--- config.mk ---
export PLATFORM = sky130hd
export DESIGN_NAME = config_mux_flat
export DESIGN_NICKNAME = d
export VERILOG_FILES = /design/src/rtl/config_mux_if.sv /design/src/rtl/config_mux.sv /design/src/flat_wrapper.sv
export SDC_FILE = /design/constraint.sdc
export NUM_CORES = 1
export LEC_CHECK = 0
export CORE_MARGIN = 8
export CORE_UTILIZATION = 35
export CTS_BUF_LIST = sky130_fd_sc_hd__clkbuf_2
export DETAILED_ROUTE_END_ITERATION = 12
export PLACE_DENSITY = 0.73
export SETUP_SLACK_MARGIN = 0.3
export SLEW_MARGIN = 15
export SYNTH_ARGS = -nofsm -noshare
export SYNTH_HDL_FRONTEND = slang
export SYNTH_SLANG_ARGS = --single-unit
--- constraint.sdc ---
create_clock -name clock -period 5.55 [get_ports clock]
set_input_delay 0.8325 -clock clock [delete_from_list [all_inputs] [get_ports clock]]
set_output_delay 0.8325 -clock clock [all_outputs]
set_load 0.005 [all_outputs]
--- src/rtl/config_mux_if.sv ---
// config_mux_if: bundles the data and serial configuration signals of one
// config_mux instance. The clock and reset are not part of it.
//   data_in        candidate inputs (WIDTH bits)
//   data_en        output register enable (registered mode)
//   config_enable  shift the config chain this cycle
//   config_in      serial config bit from the previous instance
//   config_out     serial config bit to the next instance
//   config_loaded  high once a full configuration has been shifted in
//   data_out       selected input
// master: the side that drives the mux (fabric / bench).
// slave:  the mux itself.
interface config_mux_if #(
  parameter int WIDTH = 44
);
  logic [WIDTH-1:0] data_in;
  logic             data_en;
  logic             config_enable;
  logic             config_in;
  logic             config_out;
  logic             config_loaded;
  logic             data_out;

  modport master (
    output data_in, data_en, config_enable, config_in,
    input  config_out, config_loaded, data_out
  );

  modport slave (
    input  data_in, data_en, config_enable, config_in,
    output config_out, config_loaded, data_out
  );
endinterface

--- src/rtl/config_mux.sv ---
// config_mux: self-configuring WIDTH:1 routing mux for the kfpga interconnect.
// The select code and the output mode live in a serial config shift register
// that daisy-chains through config_in/config_out (sent LSB first).
//   clock  single clock, rising edge
//   reset  asynchronous, active-high
//   bus    config_mux_if.slave (data_in, data_en, config_enable, config_in,
//          config_out, config_loaded, data_out)
// Config layout: cfg[SEL_W-1:0] = select code, cfg[SEL_W] = mode
// (0 combinational, 1 registered). data_out stays 0 until a full config has
// been loaded and whenever the chain is shifting.
module config_mux #(
  parameter int WIDTH = 44
) (
  input logic        clock,
  input logic        reset,
  config_mux_if.slave bus
);

  localparam int SEL_W = $clog2(WIDTH);
  localparam int CFG_W = SEL_W + 1;
  localparam int CNT_W = $clog2(CFG_W + 1);
  localparam int PAD_W = 2 ** SEL_W;

  localparam logic [CNT_W-1:0] CNT_FULL = CNT_W'(CFG_W);
  localparam logic [CNT_W-1:0] CNT_LAST = CNT_W'(CFG_W - 1);

  logic [CFG_W-1:0] cfg;
  logic [CNT_W-1:0] shift_cnt;
  logic             loaded;
  logic             out_q;

  logic [SEL_W-1:0] sel_code;
  logic             mode;
  logic [PAD_W-1:0] tree;
  logic             sel_bit;

  assign sel_code = cfg[SEL_W-1:0];
  assign mode     = cfg[SEL_W];

  // Config chain and load tracking. The counter saturates so that extra
  // shifts simply pass bits on to downstream instances.
  always_ff @(posedge clock or posedge reset) begin
    if (reset) begin
      cfg       <= '0;
      shift_cnt <= '0;
      loaded    <= 1'b0;
    end else if (bus.config_enable) begin
      cfg <= {bus.config_in, cfg[CFG_W-1:1]};
      if (shift_cnt != CNT_FULL) begin
        shift_cnt <= shift_cnt + 1'b1;
      end
      if (shift_cnt == CNT_LAST) begin
        loaded <= 1'b1;
      end
    end
  end

  // Reduction tree over the zero-padded inputs. Each level halves the
  // candidate set using one select bit, MSB first; padded slots are 0, so
  // out-of-range codes yield 0.
  always_comb begin
    tree = '0;
    tree[WIDTH-1:0] = bus.data_in;
    for (int lvl = SEL_W - 1; lvl >= 0; lvl--) begin
      for (int i = 0; i < (1 << lvl); i++) begin
        tree[i] = sel_code[lvl] ? tree[i + (1 << lvl)] : tree[i];
      end
    end
    sel_bit = tree[0];
  end

  // Keeps tracking during config shifts; masking happens at the output only.
  always_ff @(posedge clock or posedge reset) begin
    if (reset) begin
      out_q <= 1'b0;
    end else if (bus.data_en) begin
      out_q <= sel_bit;
    end
  end

  assign bus.config_out    = cfg[0];
  assign bus.config_loaded = loaded;
  assign bus.data_out      = (loaded && !bus.config_enable) ?
                             (mode ? out_q : sel_bit) : 1'b0;

endmodule

--- src/flat_wrapper.sv ---
// flat-port wrapper written by rule: the top's interface ports become plain ports
module config_mux_flat 
#(
  parameter int WIDTH = 44
)
  (clock, reset, bus_data_in, bus_data_en, bus_config_enable, bus_config_in, bus_config_out, bus_config_loaded, bus_data_out);
  config_mux_if #(.WIDTH(WIDTH)) bus_i ();
  input logic clock;
  input logic reset;
  input wire logic [$bits(bus_i.data_in)-1:0] bus_data_in;
  input wire logic [$bits(bus_i.data_en)-1:0] bus_data_en;
  input wire logic [$bits(bus_i.config_enable)-1:0] bus_config_enable;
  input wire logic [$bits(bus_i.config_in)-1:0] bus_config_in;
  output wire logic [$bits(bus_i.config_out)-1:0] bus_config_out;
  output wire logic [$bits(bus_i.config_loaded)-1:0] bus_config_loaded;
  output wire logic [$bits(bus_i.data_out)-1:0] bus_data_out;
  assign bus_i.data_in = bus_data_in;
  assign bus_i.data_en = bus_data_en;
  assign bus_i.config_enable = bus_config_enable;
  assign bus_i.config_in = bus_config_in;
  assign bus_config_out = bus_i.config_out;
  assign bus_config_loaded = bus_i.config_loaded;
  assign bus_data_out = bus_i.data_out;
  config_mux #(.WIDTH(WIDTH)) u_core (.clock(clock), .reset(reset), .bus(bus_i));
endmodule
==> results of run 1 <==
## metal layers
layer  up-vias  part of all wire
li1        444                 -
met1       429              0.49
met2        37              0.44
met3         4             0.065
met4         0            0.0049
met5         -                 0
## power breakdown
part / leakage (nW) / internal (mW) / total [mW] / switching, mW
clock network: 0.0140 / 0.0157 / 0.0438 / 0.0282
logic: 0.471 / 0.141 / 0.205 / 0.0637
registers: 0.140 / 0.118 / 0.175 / 0.0573
total: 0.626 / 0.274 / 0.423 / 0.149
## worst max-delay path, delay by kind of cell, from the launching register on
family | cells | cell delay [ns]
and+or+nand+nor | 2 | 0.21
buffers and inverters | 1 | 0.45
muxes | 1 | 0.60
AOI/OAI and AO/OA | 3 | 0.53
DFF | 1 | 0.85
## synth_stat cells, drive strengths merged
cell / n / area, um2
mux2i: 16 / 160
a31o: 1 / 8.76
ha: 3 / 37.5
dfrtp: 12 / 300
nand4b: 1 / 8.76
mux4: 1 / 22.5
buf: 6 / 35.0
nand2b: 3 / 18.8
o21ai: 1 / 5.00
mux2: 12 / 139
o31ai: 2 / 20.0
o32ai: 4 / 35.0
o22ai: 1 / 6.26
nor2: 3 / 11.3
o221a: 4 / 45.0
a2bb2oi: 2 / 17.5
nand2: 2 / 7.51
a22oi: 3 / 22.5
xnor2: 1 / 8.76
nor3: 3 / 15.0
nor4bb: 1 / 10.0
nor2b: 3 / 26.3
clkbuf: 2 / 7.51
inv: 2 / 7.51
or2: 1 / 6.26
nor4b: 1 / 8.76
## cell type report
class | instances | area share
Multi-Input combinational cell | 69 | 0.422
Timing Repair Buffer | 51 | 0.337
Clock buffer | 3 | 0.00990
Clock inverter | 1 | 0.00248
Sequential cell | 12 | 0.198
Inverter | 2 | 0.00495
Tap cell | 31 | 0.0256
## placed cells by master, fill, tap and decap left out, types with 2 or more instances in the layout
master            n
mux2i_1          16
clkdlybuf4s50_1  51
ha_1              3
mux2_2            9
nor2b_1           2
dfrtp_1          12
mux2_1            2
a2bb2oi_1         2
o32ai_1           4
inv_1             2
a22oi_1           3
o221a_2           4
nor3_1            3
nor2_1            3
nand2b_1          3
clkbuf_2          3
nand2_1           2
## cell families after synthesis
family / Yosys count / share of synthesized area
AOI/OAI and AO/OA: 18 / 0.162
xor gates and xnor gates: 1 / 0.00884
muxes: 29 / 0.324
DFF: 12 / 0.303
buffers and inverters: 10 / 0.0505
and+or+nand+nor: 18 / 0.114
adders and majority gates: 3 / 0.0379
## worst max path at each step
stage / from / slack, ns / endpoint
6_report: u_core.cfg[4]$_DFFE_PP0P_ / 1.81 / bus_data_out
3_3_place_gp: bus_data_in[26] / 1.82 / bus_data_out
4_1_cts: u_core.cfg[4]$_DFFE_PP0P_ / 1.76 / bus_data_out
2_1_floorplan: bus_data_in[26] / 2.77 / bus_data_out
5_1_grt: u_core.cfg[4]$_DFFE_PP0P_ / 1.58 / bus_data_out
3_5_place_dp: bus_data_in[2] / 1.83 / bus_data_out
## registers in the layout, summed over array words and instances (netlist names)
register,cells
u_core.shift_cnt,3
u_core.cfg,7
u_core.out_q,1
u_core.bus.config_loaded,1
==> impl_metrics.toml, run 1 <==
[logic_synthesis]
ys_ff_latch = 12
synth_warnings = 0
synth_fp_nets = 143
ys_types = 32
postSynthAreaPerCell_um2 = 10.9
ys_seq_area_frac = 0.303
synthCells = 91
synth_area_um2 = 991

[route]
dr.pass1.iters = 4
ant_nets = 0
drt_iter0_drc = 24
avgRoutedWirePerCell_um = 16.8
vias_per_cell = 5.41
drt_wl_total_um = 2830
drc = 0
dr_total_vias = 914

[placed_design]
port_buffers = 51
gp_congestion = 0.765
hpwl_um = 2250
placed_area_um2 = 1500
dp_cells = 165
place_ws_ns = 1.83

[floorplanning]
fp.dieH_um = 69.2
die_area_um2 = 4790
core_um2 = 2730
start_util = 0.362
pin_count = 52
dieWidth_um = 69.2
rows = 19

[timing]
whs_ns = 0.525
worstMarginPinSlew_ns = 0.753
rsz0062_at_grt = "no"
fmax_ghz = 0.267
hold_violations = 0
fin_crit_sh = 0.674
layout_min_cycle_time_ns = 3.74
fin_skew_ns = 0.00734
timing.setup.tns_ns = 0
setup_ws_ns = 1.81
drv_slew = 0
setup_violations = 0
relSlewSlack = 0.498

[cts]
clock_sinks = 12
ctsRootBufferMaster = "clkbuf_2"
ctsResizeCount = 0
clockBufferDepth = 2
cts_hold_buf = 0
cts_max_level = 1
cts.clk_slew.worst_paths_ns = 0.12
postCtsSetupBuffers = 0
clock_latency_ns = 0.26
cts-buffers-inserted = 3
cts_tree = "done"

[critical_path]
crit_path_top_delay_cell = "dfrtp_1"
crit_chain = "mux4_2 -> nor2b_4 -> o31ai_2 -> o32ai_1 -> a22oi_1 -> nand2_1 -> clkdlybuf4s50_1"
worstSetupPathType = "flop to output pin"
worst-path-max-fanout = 19
r2r_cells = 6
r2r-end = "u_core.out_q$_DFFE_PP0P_"
worstReg2RegStart = "u_core.cfg[4]$_DFFE_PP0P_"
required_ns = 4.72
r2r_slack_ns = 2.95
worst_path_largest_cell_delay_ns = 0.85
arrival_ns = 2.91
critPathCaptureType = "output pin"
critPathLaunchType = "flop"

[cells_and_area]
diodes = 0
multi_input_area_um2 = 641
final_core_util = 0.555
seqCellArea_um2 = 300
final_cells = 169
fin_nets = 191
areaGrowthSynthToFinish_pct = 53.0
final_area_um2 = 1520
n_fill_cell = 252
drive_gt1_frac = 0.152

[global_routing]
grt.total_usage = 0.112
grt_busiest_layer = "met2"
grtUsageMet3 = 0.0329
grt_pass1_vias = 949
grt_pass1_wl_um = 4580
overflow = 0
grt_max_degree = 20
use_met1 = 0.141
grt_use_met2 = 0.178
antenna_found_initial = 0

[worst_hold_path]
min_path_cells = 1
min_from = "u_core.shift_cnt[0]$_DFFE_PP0P_"
hp-class = "flop to flop"
hold_end = "u_core.shift_cnt[0]$_DFFE_PP0P_"

[run]
drv_cap = 0

[status]
status = "complete, no violations"

[pwr]
powerDensity_nw_per_um2 = 279
power_leakage_nw = 0.626
total_power_mw = 0.423
irDropWorstVdd_mv = 0.200
Note: power is estimated with default switching activity, not from simulation.
==> run 2: changes to the inputs <==
==> constraint.sdc (replaced) <==
create_clock -name clock -period 3.5 [get_ports clock]
set_input_delay 0.525 -clock clock [delete_from_list [all_inputs] [get_ports clock]]
set_output_delay 0.525 -clock clock [all_outputs]
set_load 0.005 [all_outputs]
==> impl_metrics.toml, run 2 (same netlist as run 1, synthesis figures left out) <==
[floorplanning]
dieWidth_um = 69.2
start_util = 0.362
pin_count = 52
rows = 19
fp.dieH_um = 69.2
die_area_um2 = 4790
core_um2 = 2730

[route]
drt_iter0_drc = 24
ant_nets = 0
drc = 0
avgRoutedWirePerCell_um = 17.2
dr.pass1.iters = 2
drt_wl_total_um = 2930
vias_per_cell = 5.51
dr_total_vias = 936

[timing]
fin_skew_ns = 0.0105
hold_violations = 0
layout_min_cycle_time_ns = 2.80
timing.setup.tns_ns = 0
relSlewSlack = 0.693
drv_slew = 0
setup_violations = 0
rsz0062_at_grt = "no"
fin_crit_sh = 0.801
worstMarginPinSlew_ns = 0.459
fmax_ghz = 0.357

[placed_design]
gp_congestion = 0.836
hpwl_um = 2430
port_buffers = 51

[status]
status = "complete, no violations"

[cts]
cts_hold_buf = 0
clock_sinks = 12
clockBufferDepth = 2
ctsRootBufferMaster = "clkbuf_2"
postCtsSetupBuffers = 0
cts.clk_slew.worst_paths_ns = 0.12
cts-buffers-inserted = 3
clock_latency_ns = 0.26
cts_max_level = 1
cts_tree = "done"

[cells_and_area]
final_core_util = 0.562
regMostFlops = "u_core.cfg"
layout_common_cells = "50 x clkdlybuf4s50_1, 16 x mux2i_1, 9 x mux2_2, 9 x dfrtp_1, 4 x o221a_2"
largest_reg_flops = 7
fin_nets = 192
areaGrowthSynthToFinish_pct = 55.2
drive_gt1_frac = 0.187
diodes = 0
reg_top3 = "u_core.cfg x7, u_core.shift_cnt x3"
mostFrequentLayoutCell = "clkdlybuf4s50_1"

[pwr]
p_clk_frac = 0.102
powerDensity_nw_per_um2 = 446
power_leakage_nw = 0.646
seqPwrFrac = 0.396
power.switching_mw = 0.244
p_int_mw = 0.442
irDropWorstVdd_mv = 0.283
switching_share = 0.355
power_frac_comb = 0.502

[critical_path]
required_ns = 2.97
critPathCaptureType = "output pin"
arrival_ns = 2.28
worstSetupPathType = "primary input to output pin"
worst-path-max-fanout = 2
r2r_cells = 6
critPathLaunchType = "primary input"

[worst_hold_path]
min_path_cells = 1
hp-class = "flop to flop"

[global_routing]
overflow = 0
grt_pass1_vias = 966
grt.total_usage = 0.114
grt_pass1_wl_um = 4580
antenna_found_initial = 0
grt_max_degree = 18

[run]
drv_cap = 0
==> run 2: cell count changes in the layout (fill, tap and decap cells not counted), sizes merged <==
cell	delta
dlymetal6s2s	+1
clkdlybuf4s50	-1
buf	+1
==> run 2: final timing paths <==
kind	slack (ns)	end	startpoint
max	0.70	bus_data_out	bus_data_in[26]
min	0.52	u_core.shift_cnt[0]$_DFFE_PP0P_	u_core.shift_cnt[0]$_DFFE_PP0P_
max reg2reg	1.31	u_core.out_q$_DFFE_PP0P_	u_core.cfg[4]$_DFFE_PP0P_
min reg2reg	0.52	u_core.shift_cnt[0]$_DFFE_PP0P_	u_core.shift_cnt[0]$_DFFE_PP0P_
max in group asynchronous	2.60	u_core.cfg[5]$_DFFE_PP0P_	reset
min in group asynchronous	0.55	u_core.shift_cnt[2]$_DFFE_PP0P_	reset
==> run 2: through the flow <==
step	total power, mW	hold slack [ns]	instances	area [um2]	setup slack, ns
2_1_floorplan	0.482	0.390	91	991	1.34
3_3_place_gp	0.597	0.488	166	1510	0.382
3_5_place_dp	0.615	0.496	166	1510	0.395
4_1_cts	0.689	0.516	170	1530	0.335
5_1_grt	0.743	0.555	170	1540	0.556
6_report	0.686	0.519	170	1540	0.696
==> run 2: layout make-up <==
cell class | instances | area [um2]
clock buffer | 3 | 15.0
sequential | 12 | 304
clock inverter | 1 | 3.75
timing repair buffer | 52 | 520
tap | 31 | 38.8
fill | 250 | 1200
inverter | 2 | 7.51
multi-input combinational | 69 | 648
==> run 2: timing repair <==
item,4_1_cts,5_1_grt
pin swaps,0,0
resized for setup,2,3
endpoints found under the setup margin,1,1
==> run 2: per-layer routing <==
| layer | global-route usage | up-vias | wire length (um) | part of all wire |
|---|---|---|---|---|
| met5 | 0 | - | 0 | 0 |
| met4 | 0.0273 | 0 | 6 | 0.0020 |
| met3 | 0.0343 | 2 | 185 | 0.063 |
| met2 | 0.194 | 37 | 1370 | 0.47 |
| met1 | 0.137 | 450 | 1370 | 0.47 |
| li1 | - | 447 | - | - |
==> run 2: worst max-delay path: stages <==
cell and delay, ns:
clkdlybuf4s50_1 0.40, mux4_2 0.47, nor2b_4 0.14, o31ai_2 0.24, o32ai_2 0.12, a22oi_1 0.17, nand2_1 0.06, dlymetal6s2s_1 0.15
==> run 2: power groups by stage <==
| stage | clock network (mW) | logic, mW | registers, mW |
|---|---|---|---|
| finish | 0.0702 | 0.344 | 0.272 |
| global route | 0.0821 | 0.380 | 0.281 |
| CTS | 0.0727 | 0.346 | 0.270 |
| detailed placement | 0 | 0.344 | 0.271 |
| global placement | 0 | 0.330 | 0.267 |
| floorplan | 0 | 0.260 | 0.222 |
==> run 3: changes to the inputs <==
==> constraint.sdc (replaced) <==
create_clock -name clock -period 2.68 [get_ports clock]
set_input_delay 0.402 -clock clock [delete_from_list [all_inputs] [get_ports clock]]
set_output_delay 0.402 -clock clock [all_outputs]
set_load 0.005 [all_outputs]
==> impl_metrics.toml, run 3 (same netlist as run 1, synthesis figures left out) <==
[pwr]
irDropWorstVdd_mv = 0.499
total_power_mw = 0.994
p_int_mw = 0.652
seqPwrFrac = 0.332
switching_share = 0.344
power_leakage_nw = 0.714
power_frac_comb = 0.580
power.switching_mw = 0.342
p_clk_frac = 0.088
powerDensity_nw_per_um2 = 592

[cells_and_area]
multi_input_area_um2 = 681
regMostFlops = "u_core.cfg"
layout_common_cells = "46 x clkdlybuf4s50_1, 15 x mux2i_1, 12 x buf_4"
final_cells = 183
fin_nets = 205
reg_top3 = "u_core.cfg x7, u_core.shift_cnt x3"
mostFrequentLayoutCell = "clkdlybuf4s50_1"
n_fill_cell = 222
largest_reg_flops = 7
seqCellArea_um2 = 303
areaGrowthSynthToFinish_pct = 69.4
diodes = 0
drive_gt1_frac = 0.283

[placed_design]
dp_cells = 173
port_buffers = 51
hpwl_um = 2530
gp_congestion = 0.839

[cts]
clock_latency_ns = 0.26
cts.clk_slew.worst_paths_ns = 0.11
clock_sinks = 12
clockBufferDepth = 2
cts-buffers-inserted = 3
ctsRootBufferMaster = "clkbuf_2"
cts_max_level = 1
cts_tree = "done"

[critical_path]
path_buf_inv = 1
worstReg2RegStart = "u_core.cfg[4]$_DFFE_PP0P_"
crit_chain = "mux4_2 -> nor2b_4 -> o31ai_2 -> o32ai_2 -> a22oi_1 -> nand2_1 -> buf_2"
critPathLaunchType = "flop"
r2r_cells = 7
worst-path-stages = 7
worstSetupPathType = "flop to output pin"
required_ns = 2.28
critPathTopFamily = "compound AO/OA/AOI/OAI gates"
worst_path_largest_cell_delay_ns = 0.53
arrival_ns = 2.12
critPathCaptureType = "output pin"
startpoint = "u_core.cfg[4]$_DFFE_PP0P_"
crit_path_top_delay_cell = "mux4_2"
worst-path-max-fanout = 5

[timing]
fmax_ghz = 0.397
fin_skew_ns = 0.00697
timing.setup.tns_ns = 0
layout_min_cycle_time_ns = 2.52
hold_violations = 0
drv_slew = 0
fin_crit_sh = 0.939
setup_violations = 0
rsz0062_at_grt = "yes"
relSlewSlack = 0.704
worstMarginPinSlew_ns = 0.443

[route]
avgRoutedWirePerCell_um = 16.8
drt_wl_total_um = 3080
drc = 0
dr_total_vias = 969
drt_iter0_drc = 31
vias_per_cell = 5.30
dr.pass1.iters = 4
ant_nets = 0

[floorplanning]
fp.dieH_um = 69.2
die_area_um2 = 4790
core_um2 = 2730
dieWidth_um = 69.2
pin_count = 52
rows = 19
start_util = 0.362

[global_routing]
grt_pass1_wl_um = 4890
grt_max_degree = 13
overflow = 0
antenna_found_initial = 0
grt.total_usage = 0.121
grt_pass1_vias = 1027

[run]
drv_cap = 0

[status]
status = "complete, no violations"

[worst_hold_path]
hp-class = "primary input to async pin"
run 3: power groups by stage:
stage | combinational, mW | sequential [mW] | clock (mW)
after floorplan | 0.340 | 0.290 | 0
after global placement | 0.496 | 0.330 | 0
after detailed placement | 0.513 | 0.335 | 0
after CTS | 0.531 | 0.334 | 0.0912
after global routing | 0.630 | 0.343 | 0.101
final | 0.576 | 0.330 | 0.0872
run 3: per-stage QoR:
step	hold WS [ns]	setup slack, ns	instance area, um2	utilization
global placement	0.490	-0.172	1580	0.579
global route	0.476	0.0437	1680	0.614
finish	0.440	0.163	1680	0.614
floorplan	0.267	0.655	991	-
CTS	0.457	0.173	1620	0.591
detailed placement	0.506	-0.177	1580	0.579
run 3: repair_timing:
action                     4_1_cts  5_1_grt
pin swaps                        5        4
buffers inserted                 1        5
hold buffers                     0        0
setup endpoints to repair        1        1
resized for setup               11        5
run 3: cell type report:
class / instances / share of cell area
sequential: 12 / 0.180
clock buffer: 3 / 0.00894
multi-input combinational: 69 / 0.405
tap: 31 / 0.0231
clock inverter: 1 / 0.00224
inverter: 2 / 0.00447
timing repair buffer: 65 / 0.376
run 3: worst paths after layout:
kind,end,slack (ns)
setup reg to reg,u_core.out_q$_DFFE_PP0P_,0.48
max in group asynchronous,u_core.cfg[4]$_DFFE_PP0P_,1.90
setup / recovery,bus_data_out,0.16
hold / removal,u_core.shift_cnt[1]$_DFFE_PP0P_,0.44
hold reg to reg,u_core.shift_cnt[0]$_DFFE_PP0P_,0.53
min in group clock,u_core.shift_cnt[0]$_DFFE_PP0P_,0.53
run 3: metal layers:
metal,GRT usage,up-vias,share of wire
met5,0,-,0
met1,0.150,455,0.47
met3,0.0243,4,0.042
met4,0.0342,0,0.0081
met2,0.204,37,0.48
li1,-,473,-
